--- src/rtl/cv32e40p_x_result_buf.sv ---
// cv32e40p_x_result_buf: buffers coprocessor results and retires them in order onto
// register-file write port B whenever core writeback leaves the port free.
module cv32e40p_x_result_buf #(
  parameter int DEPTH = 2,
  parameter int STARVE_LIMIT = 4,
  localparam int LW = $clog2(DEPTH + 1)
) (
  input  logic          clk_i,
  input  logic          rst_ni,
  input  logic          x_result_valid_i,
  output logic          x_result_ready_o,
  input  logic [3:0]    x_result_id_i,
  input  logic [31:0]   x_result_data_i,
  input  logic [4:0]    x_result_rd_i,
  input  logic          x_result_we_i,
  input  logic          core_we_wb_i,
  output logic          rf_we_o,
  output logic [4:0]    rf_waddr_o,
  output logic [31:0]   rf_wdata_o,
  output logic          sb_clr_valid_o,
  output logic [4:0]    sb_clr_rd_o,
  output logic [3:0]    retired_id_o,
  output logic          retired_valid_o,
  input  logic [14:0]   x_rs_addr_i,
  output logic [2:0]    pending_hit_o,
  output logic          x_starve_stall_o,
  output logic [LW-1:0] level_o
);
  localparam int PW = $clog2(DEPTH);
  localparam int CW = $clog2(STARVE_LIMIT + 1);
  logic [31:0] data_q [DEPTH];
  logic [4:0] rd_q [DEPTH];
  logic [3:0] id_q [DEPTH];
  logic [DEPTH-1:0] wr_q, vld_q;
  logic [PW-1:0] rptr, wptr;
  logic [CW-1:0] cnt;
  logic empty, accept, in_wr, head_wr, pop, bypass, push, ret_wr;
  logic [4:0] ret_rd;
  logic [31:0] ret_data;
  logic [3:0] ret_id;
  assign empty = level_o == '0;
  assign x_result_ready_o = level_o < LW'(DEPTH);
  assign accept = x_result_valid_i && x_result_ready_o;
  // wr_q holds "write-type": we=1 and rd!=0; everything else retires without a slot
  assign in_wr = x_result_we_i && x_result_rd_i != 5'd0;
  assign head_wr = wr_q[rptr];
  assign pop = !empty && (!core_we_wb_i || !head_wr);
  assign bypass = empty && accept && (!core_we_wb_i || !in_wr);
  assign push = accept && !bypass;
  assign ret_wr = pop ? head_wr : bypass && in_wr;
  assign ret_rd = pop ? rd_q[rptr] : x_result_rd_i;
  assign ret_data = pop ? data_q[rptr] : x_result_data_i;
  assign ret_id = pop ? id_q[rptr] : x_result_id_i;
  assign rf_we_o = ret_wr;
  assign rf_waddr_o = ret_wr ? ret_rd : '0;
  assign rf_wdata_o = ret_wr ? ret_data : '0;
  assign sb_clr_valid_o = ret_wr;
  assign sb_clr_rd_o = ret_wr ? ret_rd : '0;
  assign retired_valid_o = pop || bypass;
  assign retired_id_o = retired_valid_o ? ret_id : '0;
  assign x_starve_stall_o = cnt == CW'(STARVE_LIMIT);
  always_comb begin
    pending_hit_o = '0;
    for (int i = 0; i < 3; i++)
      for (int j = 0; j < DEPTH; j++)
        if (vld_q[j] && wr_q[j] && rd_q[j] == x_rs_addr_i[5*i +: 5]) pending_hit_o[i] = 1'b1;
  end
  always_ff @(posedge clk_i or negedge rst_ni) begin
    if (!rst_ni) begin
      rptr <= '0;
      wptr <= '0;
      level_o <= '0;
      vld_q <= '0;
      wr_q <= '0;
      cnt <= '0;
    end else begin
      if (push) begin
        wptr <= wptr + PW'(1);
        vld_q[wptr] <= 1'b1;
        wr_q[wptr] <= in_wr;
      end
      if (pop) begin
        rptr <= rptr + PW'(1);
        vld_q[rptr] <= 1'b0;
      end
      level_o <= level_o + LW'(push) - LW'(pop);
      cnt <= (empty || pop) ? '0 :
             (head_wr && core_we_wb_i && !x_starve_stall_o) ? cnt + CW'(1) : cnt;
    end
  end
  always_ff @(posedge clk_i) begin
    if (push) begin
      data_q[wptr] <= x_result_data_i;
      rd_q[wptr] <= x_result_rd_i;
      id_q[wptr] <= x_result_id_i;
    end
  end
endmodule
--- config.mk ---
export PLATFORM = sky130hd
export DESIGN_NAME = cv32e40p_x_result_buf
export DESIGN_NICKNAME = d
export VERILOG_FILES = /design/src/rtl/cv32e40p_x_result_buf.sv
export SDC_FILE = /design/constraint.sdc
export NUM_CORES = 1
export LEC_CHECK = 0
export BUFFER_PORTS_ARGS = -buffer_cell sky130_fd_sc_hd__buf_4
export CORE_MARGIN = 2
export CORE_UTILIZATION = 48
export CTS_CLUSTER_SIZE = 28
export DETAILED_ROUTE_END_ITERATION = 8
export PLACE_DENSITY = 0.83
export REMOVE_ABC_BUFFERS = 1
export SLEW_MARGIN = 20
export SYNTH_ARGS = -nofsm -noshare
export SYNTH_HDL_FRONTEND = slang
export SYNTH_SLANG_ARGS = --single-unit
--- constraint.sdc ---
create_clock -name clk_i -period 2.2 [get_ports clk_i]
set_input_delay 0.22 -clock clk_i [delete_from_list [all_inputs] [get_ports clk_i]]
set_output_delay 0.22 -clock clk_i [all_outputs]
set_load 0.005 [all_outputs]
==> flow_summary.ini, run 1 <==
[power]
max-vdd-ir-drop_v = 0.000616
power.density_nw_per_um2 = 1260
p_leak_uw = 0.00259

[route]
drt_pass1_iterations = 4
avgRoutedWirePerCell_um = 18.2
detail_route.vias_per_cell = 5.42
totalWireLength_um = 11200
number_of_design_rule_violations_left_after_detail_routing = 0
detail_route.iter0.violations = 187
via_count = 3337
ant_nets = 0

[timing]
smallest_hold_slack_ns = 0.0508
worst-slew-pin-transition_ns = 0.457
rsz0062_at_grt = true
maxSlewViolCount = 0
min_period_over_period_pct = 101
final_setup_slack_of_the_worst_path_ns = -0.0289
clock_skew_ns = 0.0102
hold_viol_final = 0
finalWorstPathRequiredPeriod_ns = 2.23
setup_violations = 8
slew_headroom_pct = 69.5
achievable-frequency_ghz = 0.449

[placement]
port_buffers = 116
dp_hpwl_um = 6580
gp_routability_congestion = 0.966
placed_cells_incl_taps = 570
place_ws_ns = 0.153

[floorplan]
floorplan.initialDensity_pct = 49.5
die_width_um = 102
fp-row-count = 35
chipHeight_um = 102
fp.coreArea_um2 = 9280
ios = 117
die_area_um2 = 10400

[setup_path]
critical_path_arrival_ns = 2.01
regToRegSetupSlack_ns = 0.27
regToRegStartpoint = rptr$_DFFE_PN0N_
worstReg2RegEnd = level_o[1]$_DFF_PN0_
criticalPathCategory = flip-flop to output port
critPathCaptureType = output port
crit_path_max_fanout = 26
r2r.worst_path.cells = 10
setup.worst_path.start_class = flip-flop
timing.critical_path.required_ns = 1.98

[synth]
synthMostInstantiatedCell = sky130_fd_sc_hd__edfxtp_1
post_syn_area_per_cell_um2 = 13.6
yosys.area_share.xor_xnor_pct = 6.47
netlist_top_cells_area = sky130_fd_sc_hd__edfxtp_1 54%, sky130_fd_sc_hd__mux2i_1 9.1%, sky130_fd_sc_hd__a211oi_2 6.0%, sky130_fd_sc_hd__dfrtp_1 6.0%, sky130_fd_sc_hd__xnor2_1 3.6%
yosysTopAreaCellShare_pct = 53.5
post_synthesis_instance_total = 338
synthSimpleGateAreaFrac_pct = 7.13
synthAdderAreaFrac_pct = 1.09
synth_edf_count = 82
synth_compound_area_share_pct = 11.8
yosysWarningCount = 0
synth_area_um2 = 4600
synth_common_cells = 82 x sky130_fd_sc_hd__edfxtp_1, 42 x sky130_fd_sc_hd__mux2i_1, 41 x sky130_fd_sc_hd__nor2_1, 22 x sky130_fd_sc_hd__a211oi_2, 19 x sky130_fd_sc_hd__xnor2_1
dominant_combinational_cell_family_by_area_after_synthesis = compound AO/OA/AOI/OAI gates
yosys_register_bits = 93
synth_mux_area_share_pct = 9.47
asyncSetResetFlopFracSynth_pct = 11.8
ys_dominant_reg_cell = sky130_fd_sc_hd__edfxtp_1
part_of_the_yosys_area_used_for_sequential_elements_pct = 59.5
synth.largest_area_cell = sky130_fd_sc_hd__edfxtp_1
synth.lib_cells_used.distinct = 36

[min_path]
holdCritStartpoint = x_result_data_i[25]
hold-path-cell-count = 1
min-delay-path-class = input pin to flip-flop
whs_endpoint = data_q[0][25]$_DFFE_PP_

[clock_network]
clkLatencyLatePin_ns = 0.35
tritoncts.num_buffers = 9
cts_buffer_depth = 2
clock_tree.root_cell = sky130_fd_sc_hd__clkbuf_8
clk_sink_count = 93
htreeDepth = 3
tritoncts_clock_tree = yes
clk_pin_slew_ns = 0.09

[finish]
post_route_cells_drive_above_1_share_pct = 45.2
area_growth_syn_to_layout_pct = 39.3
antenna_cells = 0
finalNonFillerCells = 616
nNetsFinal = 547
n_fill_cell = 647

[run_status]
run_status = finished with violations
violated_checks = setup timing

[grt]
gr-total-overflow = 0
first_global_vias = 3357
pin_count_of_the_biggest_net_entering_global_routing = 45
wire_length_of_the_first_global_routing_pass_um = 16500
antenna_found_initial = 0
globalRouteTotalUtil_pct = 21.1

[run]
maxCapViolations = 0
registers in the layout, summed over array words and instances, names as in the netlist:
name,cells
wptr,1
vld_q,2
level_o,2
rptr,1
wr_q,2
data_q,64
rd_q,10
id_q,8
cnt,3
placed cells by master (no fill, tap or decap), types with 3 or more instances in the layout:
cell type,netlist,routed
sky130_fd_sc_hd__buf_4,11,135
sky130_fd_sc_hd__edfxtp_1,82,82
sky130_fd_sc_hd__mux2i_1,42,42
sky130_fd_sc_hd__nor2_1,41,38
sky130_fd_sc_hd__a211oi_2,22,28
sky130_fd_sc_hd__xnor2_1,19,19
sky130_fd_sc_hd__xor2_1,15,15
sky130_fd_sc_hd__nand2_1,9,9
sky130_fd_sc_hd__inv_1,10,9
sky130_fd_sc_hd__clkbuf_8,0,9
sky130_fd_sc_hd__a211oi_4,0,8
sky130_fd_sc_hd__dfrtp_1,11,8
sky130_fd_sc_hd__nand4_1,6,6
sky130_fd_sc_hd__buf_12,0,6
sky130_fd_sc_hd__o21ai_0,5,5
sky130_fd_sc_hd__o31ai_1,5,5
sky130_fd_sc_hd__buf_6,4,5
sky130_fd_sc_hd__nor3_1,4,4
sky130_fd_sc_hd__o2bb2ai_1,4,4
sky130_fd_sc_hd__ha_1,4,4
sky130_fd_sc_hd__buf_16,0,4
sky130_fd_sc_hd__nor4_1,3,3
sky130_fd_sc_hd__clkbuf_16,0,3
sky130_fd_sc_hd__dfrtp_2,0,3
layer usage:
layer  track usage (%)  wire length (um)  vias to the layer above
met5                 0                 0                        -
met2              37.8              5680                      152
met4              8.51               197                        0
li1                  -                 -                     1538
met1              25.0              4620                     1627
met3              4.04               728                       20
cells by family (layout without fill, tap and decap cells):
| logic type | Yosys count | in the layout |
|---|---|---|
| AOI/OAI and AO/OA | 59 | 59 |
| xor gates and xnor gates | 34 | 34 |
| adders and majority gates | 4 | 4 |
| buffers and inverters | 34 | 183 |
| DFF | 93 | 93 |
| muxes | 43 | 43 |
| and+or+nand+nor | 71 | 71 |
through the flow:
step	total power, uW	utilization [%]	instance area [um^2]	TNS, ns
CTS	7620	67.0	6220	-0.176
global route	8480	69.0	6400	-2.28
global placement	5440	60.3	5600	0
detailed placement	5540	60.3	5600	0
finish	8080	69.0	6400	-0.0822
floorplan	4250	-	4430	-106.45
worst max-delay path, cell delays in order, from the launching register on:
cell	delay [ns]
sky130_fd_sc_hd__dfrtp_2	0.43
sky130_fd_sc_hd__mux2_4	0.23
sky130_fd_sc_hd__nand2_4	0.06
sky130_fd_sc_hd__nand2_4	0.11
sky130_fd_sc_hd__clkinv_8	0.09
sky130_fd_sc_hd__bufbuf_16	0.33
sky130_fd_sc_hd__a211oi_4	0.25
sky130_fd_sc_hd__buf_4	0.14
final cells by class:
class                   count  area, um^2  share of cell area, %
multi-input cells         211        1820                   28.4
clock buffers               9         124                   1.93
inverters                  11        53.8                  0.840
flip-flops and latches     93        2740                   42.8
repair buffers            156        1430                   22.4
well taps                 129         161                   2.52
clock inverters             7        73.8                   1.15
worst max path at each step:
stage / end / start / slack (ns) / depth (start not counted)
final: rf_wdata_o[23] / rptr$_DFFE_PN0N_ / -0.03 / 7
after global routing: rf_waddr_o[1] / rptr$_DFFE_PN0N_ / -0.09 / 8
after CTS: rf_wdata_o[23] / level_o[1]$_DFF_PN0_ / -0.02 / 6
after detailed placement: rf_wdata_o[11] / wr_q[1]$_DFFE_PN0P_ / 0.15 / 8
after global placement: rf_wdata_o[15] / wr_q[1]$_DFFE_PN0P_ / 0.24 / 8
after floorplan: rf_we_o / rptr$_DFFE_PN0N_ / -2.57 / 4
power breakdown:
| group | internal [uW] | switching (uW) |
|---|---|---|
| clock | 531 | 588 |
| sequential | 2270 | 165 |
| combinational | 2310 | 2210 |
| total | 5110 | 2960 |
repair_timing:
action / CTS / global route
gates resized for setup: 33 / 11
endpoints found under the hold margin: 11 / 0
hold buffers: 1 / 0
gates cloned: 5 / 3
buffers inserted: 17 / 5
setup endpoints to repair: 44 / 44
pin swaps: 8 / 16
No activity file was read; power rests on OpenSTA's default activity.
==> inputs of run 2 (changes only) <==
- PLACE_DENSITY: 0.83 -> not set
- PLACE_DENSITY_LB_ADDON: not set -> 0.1
- TNS_END_PERCENT: not set -> 100
==> flow_summary.ini, run 2 (synthesized netlist as in run 1, its figures left out) <==
[run_status]
run_status = completed

[setup_path]
crit_start = level_o[1]$_DFF_PN0_
slowest_delay_ns = 0.42
critical_path_depth = 6
r2r.worst_path.cells = 9
worstReg2RegEnd = level_o[1]$_DFF_PN0_
regToRegSetupSlack_ns = 0.19
criticalPathCategory = flip-flop to output port
slowest_stage = sky130_fd_sc_hd__dfrtp_2
critPathCaptureType = output port
timing.critical_path.required_ns = 1.98
path_delay_family = buffers and inverters
crit_path_max_fanout = 19
worstSetupEndpoint = rf_wdata_o[0]
critical_path_arrival_ns = 1.95
regToRegStartpoint = level_o[1]$_DFF_PN0_
cp_num_buf_inv = 3
setup.worst_path.start_class = flip-flop
crit_path_cell_trace = or2_4 > nand2_8 > clkinv_8 > bufbuf_16 > a211oi_1 > buf_4

[timing]
smallest_hold_slack_ns = 0.0450
achievable-frequency_ghz = 0.461
maxSlewViolCount = 0
hold_viol_final = 0
worst-slew-pin-transition_ns = 0.495
slew_headroom_pct = 67.0
setup_violations = 0
clock_skew_ns = 0.0102
min_period_over_period_pct = 98.7
finalWorstPathRequiredPeriod_ns = 2.17
rsz0062_at_grt = true

[placement]
gp_routability_congestion = 0.840
placement.cell_area_um2 = 5630
port_buffers = 116
dp_hpwl_um = 6550

[min_path]
hold-path-cell-count = 1
min-delay-path-class = input pin to flip-flop

[power]
p_leak_uw = 0.00246
power.density_nw_per_um2 = 1220
max-vdd-ir-drop_v = 0.000804
report.power.total_uw = 7510

[clock_network]
tritoncts.num_buffers = 9
tritoncts_clock_tree = yes
cts_buffer_depth = 2
htreeDepth = 3
clk_sink_count = 93
clock_tree.root_cell = sky130_fd_sc_hd__clkbuf_8
clk_pin_slew_ns = 0.10
clkLatencyLatePin_ns = 0.36

[finish]
post_route_cell_area_um2 = 6140
nNetsFinal = 530
largest_reg_flops = 64
post_route_cells_drive_above_1_share_pct = 42.8
area_growth_syn_to_layout_pct = 33.5
n_fill_cell = 702
biggestRegsByFlops = data_q (64), rd_q (10), id_q (8)
layout.cells.most_common = sky130_fd_sc_hd__buf_4
largest-register = data_q
antenna_cells = 0
commonest_cells_after_routing_fill_and_taps_aside = 127 x sky130_fd_sc_hd__buf_4, 82 x sky130_fd_sc_hd__edfxtp_1, 42 x sky130_fd_sc_hd__mux2i_1, 38 x sky130_fd_sc_hd__nor2_1, 30 x sky130_fd_sc_hd__a211oi_2

[floorplan]
die_area_um2 = 10400
chipHeight_um = 102
die_width_um = 102
fp.coreArea_um2 = 9280
ios = 117
floorplan.initialDensity_pct = 49.5
fp-row-count = 35

[grt]
pin_count_of_the_biggest_net_entering_global_routing = 45
wire_length_of_the_first_global_routing_pass_um = 15400
globalRouteTotalUtil_pct = 19.5
first_global_vias = 3066
gr-total-overflow = 0
antenna_found_initial = 0

[route]
avgRoutedWirePerCell_um = 16.9
number_of_design_rule_violations_left_after_detail_routing = 0
drt_pass1_iterations = 6
totalWireLength_um = 10100
via_count = 3169
detail_route.iter0.violations = 127
ant_nets = 0
detail_route.vias_per_cell = 5.29

[run]
maxCapViolations = 0
## run 2: cell count changes in the layout (fill, tap and decap cells not counted), sizes merged
cell / before / now
bufbuf: 1 / 2
buf: 151 / 133
bufinv: 1 / 2
clkinv: 5 / 3
clkinvlp: 0 / 2
clkbuf: 12 / 11
## run 2: worst min-delay path by stage
stage                                  start                     end  slack (ns)
after global placement                rst_ni    level_o[1]$_DFF_PN0_        0.06
after detailed placement              rst_ni      cnt[0]$_DFFE_PN0P_        0.07
final                     x_result_data_i[9]  data_q[0][9]$_DFFE_PP_        0.04
after CTS                 x_result_data_i[9]  data_q[0][9]$_DFFE_PP_        0.03
after floorplan                       rst_ni      cnt[0]$_DFFE_PN0P_       -0.08
after global routing      x_result_data_i[9]  data_q[0][9]$_DFFE_PP_        0.02
## run 2: stage by stage
stage	setup slack (ns)	TNS [ns]	cells	utilization, %
floorplan	-2.57	-106.45	315	-
global placement	0.165	0	572	60.6
detailed placement	0.121	0	572	60.6
CTS	-0.000673	-0.000673	596	64.9
global route	-0.0490	-0.636	599	66.2
finish	0.0292	0	599	66.2
## run 2: routing by layer
layer	GRT usage, %	vias up	share of wire, %
li1	-	1513	-
met1	25.7	1545	45
met2	31.8	99	49
met3	5.13	12	5.3
met4	6.26	0	1.5
met5	0	-	0
## run 2: worst register-to-register path, stage by stage, from the launching register on
cell and delay (ns):
sky130_fd_sc_hd__dfrtp_2 0.42, sky130_fd_sc_hd__buf_4 0.15, sky130_fd_sc_hd__buf_4 0.14, sky130_fd_sc_hd__nor2b_1 0.19, sky130_fd_sc_hd__o21ai_0 0.18, sky130_fd_sc_hd__ha_1 0.31
sky130_fd_sc_hd__inv_1 0.04, sky130_fd_sc_hd__ha_1 0.17, sky130_fd_sc_hd__xnor2_1 0.20, sky130_fd_sc_hd__xnor2_1 0.14
## run 2: repair_timing
item,in CTS,in global routing
gates resized for setup,17,15
pin swaps,11,5
hold buffers,1,0
endpoints found under the hold margin,11,0
gates cloned,3,1
setup endpoints to repair,44,44
setup buffers,4,2
## run 2: cell type report
cell class | count | area, um^2 | area share (%)
Sequential cell | 93 | 2740 | 44.6
Multi-Input combinational cell | 211 | 1780 | 28.9
Timing Repair Buffer | 138 | 1180 | 19.3
Tap cell | 129 | 161 | 2.63
Clock buffer | 9 | 124 | 2.02
Clock inverter | 7 | 96.3 | 1.57
Inverter | 11 | 53.8 | 0.876
Timing Repair inverter | 1 | 6.26 | 0.102
## run 2: report_power, final
group | switching (uW) | leakage [uW] | internal (uW) | total [uW]
logic | 1950 | 0.00147 | 1890 | 3840
clock network | 605 | 0.000104 | 644 | 1250
registers | 146 | 0.000883 | 2270 | 2420
==> inputs of run 3 (changes only) <==
- CTS_CLUSTER_DIAMETER: not set -> 50
- GPL_TIMING_DRIVEN: not set -> 0
==> flow_summary.ini, run 3 (synthesized netlist as in run 1, its figures left out) <==
[run_status]
run_status = finished with violations
violated_checks = setup timing

[setup_path]
crit_path_max_fanout = 5
criticalPathCategory = flip-flop to output port
crit_start = rptr$_DFFE_PN0N_
critPathCaptureType = output port
setup.worst_path.start_class = flip-flop
timing.critical_path.required_ns = 1.98
regToRegStartpoint = rptr$_DFFE_PN0N_
critical_path_arrival_ns = 2.03

[clock_network]
clkLatencyLatePin_ns = 0.35
tritoncts_clock_tree = yes
cts_buffer_depth = 2
clk_pin_slew_ns = 0.10
htreeDepth = 3
clock_tree.root_cell = sky130_fd_sc_hd__clkbuf_8
clk_sink_count = 93
tritoncts.num_buffers = 9

[run]
maxCapViolations = 0

[grt]
first_global_vias = 3260
wire_length_of_the_first_global_routing_pass_um = 16600
globalRouteTotalUtil_pct = 21.5
antenna_found_initial = 0
gr-total-overflow = 0
pin_count_of_the_biggest_net_entering_global_routing = 43

[timing]
hold_viol_final = 0
achievable-frequency_ghz = 0.445
slew_headroom_pct = 50.7
min_period_over_period_pct = 102
final_setup_slack_of_the_worst_path_ns = -0.0476
rsz0062_at_grt = true
finalWorstPathRequiredPeriod_ns = 2.25
final.setup.tns_ns = -0.336
worst-slew-pin-transition_ns = 0.740
smallest_hold_slack_ns = 0.0507
setup_violations = 11
maxSlewViolCount = 0
clock_skew_ns = 0.0133

[placement]
gp_routability_congestion = 0.863
port_buffers = 116
dp_hpwl_um = 6230
placed_cells_incl_taps = 564

[min_path]
holdCritStartpoint = x_result_data_i[9]
min-delay-path-class = input pin to flip-flop

[floorplan]
ios = 117
fp.coreArea_um2 = 9280
floorplan.initialDensity_pct = 49.5
chipHeight_um = 102
die_area_um2 = 10400
fp-row-count = 35
die_width_um = 102

[finish]
layout.cells.most_common = sky130_fd_sc_hd__buf_4
antenna_cells = 0
largest_reg_flops = 64
largest-register = data_q
post_route_cells_drive_above_1_share_pct = 46.0
n_fill_cell = 695
finalNonFillerCells = 609
biggestRegsByFlops = data_q (64), rd_q (10), id_q (8)
area_growth_syn_to_layout_pct = 38.2
commonest_cells_after_routing_fill_and_taps_aside = 126 x sky130_fd_sc_hd__buf_4, 82 x sky130_fd_sc_hd__edfxtp_1, 42 x sky130_fd_sc_hd__mux2i_1, 34 x sky130_fd_sc_hd__nor2_1, 32 x sky130_fd_sc_hd__a211oi_2
nNetsFinal = 540

[route]
detail_route.iter0.violations = 113
totalWireLength_um = 10900
detail_route.vias_per_cell = 5.29
drt_pass1_iterations = 4
number_of_design_rule_violations_left_after_detail_routing = 0
ant_nets = 0
avgRoutedWirePerCell_um = 18.0
via_count = 3223

[power]
p_leak_uw = 0.00254
power.density_nw_per_um2 = 1250
max-vdd-ir-drop_v = 0.000751
run 3: report_power, final:
group          switching [uW]  internal, uW
sequential                164          2280
combinational            2350          2130
clock                     596           422
run 3: metal layers:
metal / up-vias / part of all wire, % / wire [um] / track usage (%)
met1: 1579 / 44 / 4790 / 27.5
met3: 9 / 5.8 / 638 / 5.54
li1: 1536 / - / - / -
met4: 0 / 0.96 / 105 / 6.67
met5: - / 0 / 0 / 0
met2: 99 / 49 / 5410 / 36.2
run 3: cell type report:
class                      instances  area (um^2)  share of cell area, %
inverter                          11         57.6                  0.905
clock buffer                      10          128                   2.01
multi-input combinational        211         1840                   28.9
sequential                        93         2740                   43.2
clock inverter                     6         45.0                  0.709
tap                              129          161                   2.54
timing repair buffer             143         1290                   20.3
timing repair inverter             6         96.3                   1.52
run 3: repair_timing:
| action | CTS | global route |
|---|---|---|
| pin swaps | 23 | 17 |
| gates cloned | 7 | 3 |
| hold endpoints to repair | 11 | 0 |
| gates resized for setup | 45 | 15 |
| buffers inserted | 16 | 2 |
| hold buffers | 1 | 0 |
| setup endpoints to repair | 46 | 49 |
run 3: worst max-delay path: stages, from the launching register on:
cell	delay, ns
sky130_fd_sc_hd__dfrtp_4	0.49
sky130_fd_sc_hd__mux2_4	0.33
sky130_fd_sc_hd__nand2_4	0.10
sky130_fd_sc_hd__nand2_8	0.10
sky130_fd_sc_hd__buf_12	0.17
sky130_fd_sc_hd__inv_16	0.07
sky130_fd_sc_hd__nor2_2	0.05
sky130_fd_sc_hd__a211oi_4	0.21
sky130_fd_sc_hd__buf_4	0.16
run 3: path summary, 6_finish.rpt:
kind	endpoint	slack [ns]	depth (start not counted)
max	sb_clr_rd_o[1]	-0.05	8
min	data_q[0][9]$_DFFE_PP_	0.05	1
min in group asynchronous	level_o[0]$_DFF_PN0_	0.23	2
max in group asynchronous	rptr$_DFFE_PN0N_	1.78	2
min reg2reg	wptr$_DFFE_PN0N_	0.50	1
max reg2reg	level_o[1]$_DFF_PN0_	0.06	10
run 3: metrics by stage:
stage / setup slack (ns) / util (%) / total power (uW) / area (um^2)
5_1_grt: -0.112 / 68.5 / 8390 / 6360
2_1_floorplan: -2.57 / - / 4250 / 4430
3_5_place_dp: -0.515 / 60.2 / 5510 / 5590
4_1_cts: -0.0337 / 66.8 / 7710 / 6200
6_report: -0.0476 / 68.5 / 7940 / 6360
3_3_place_gp: -4.73 / 58.9 / 5410 / 5470
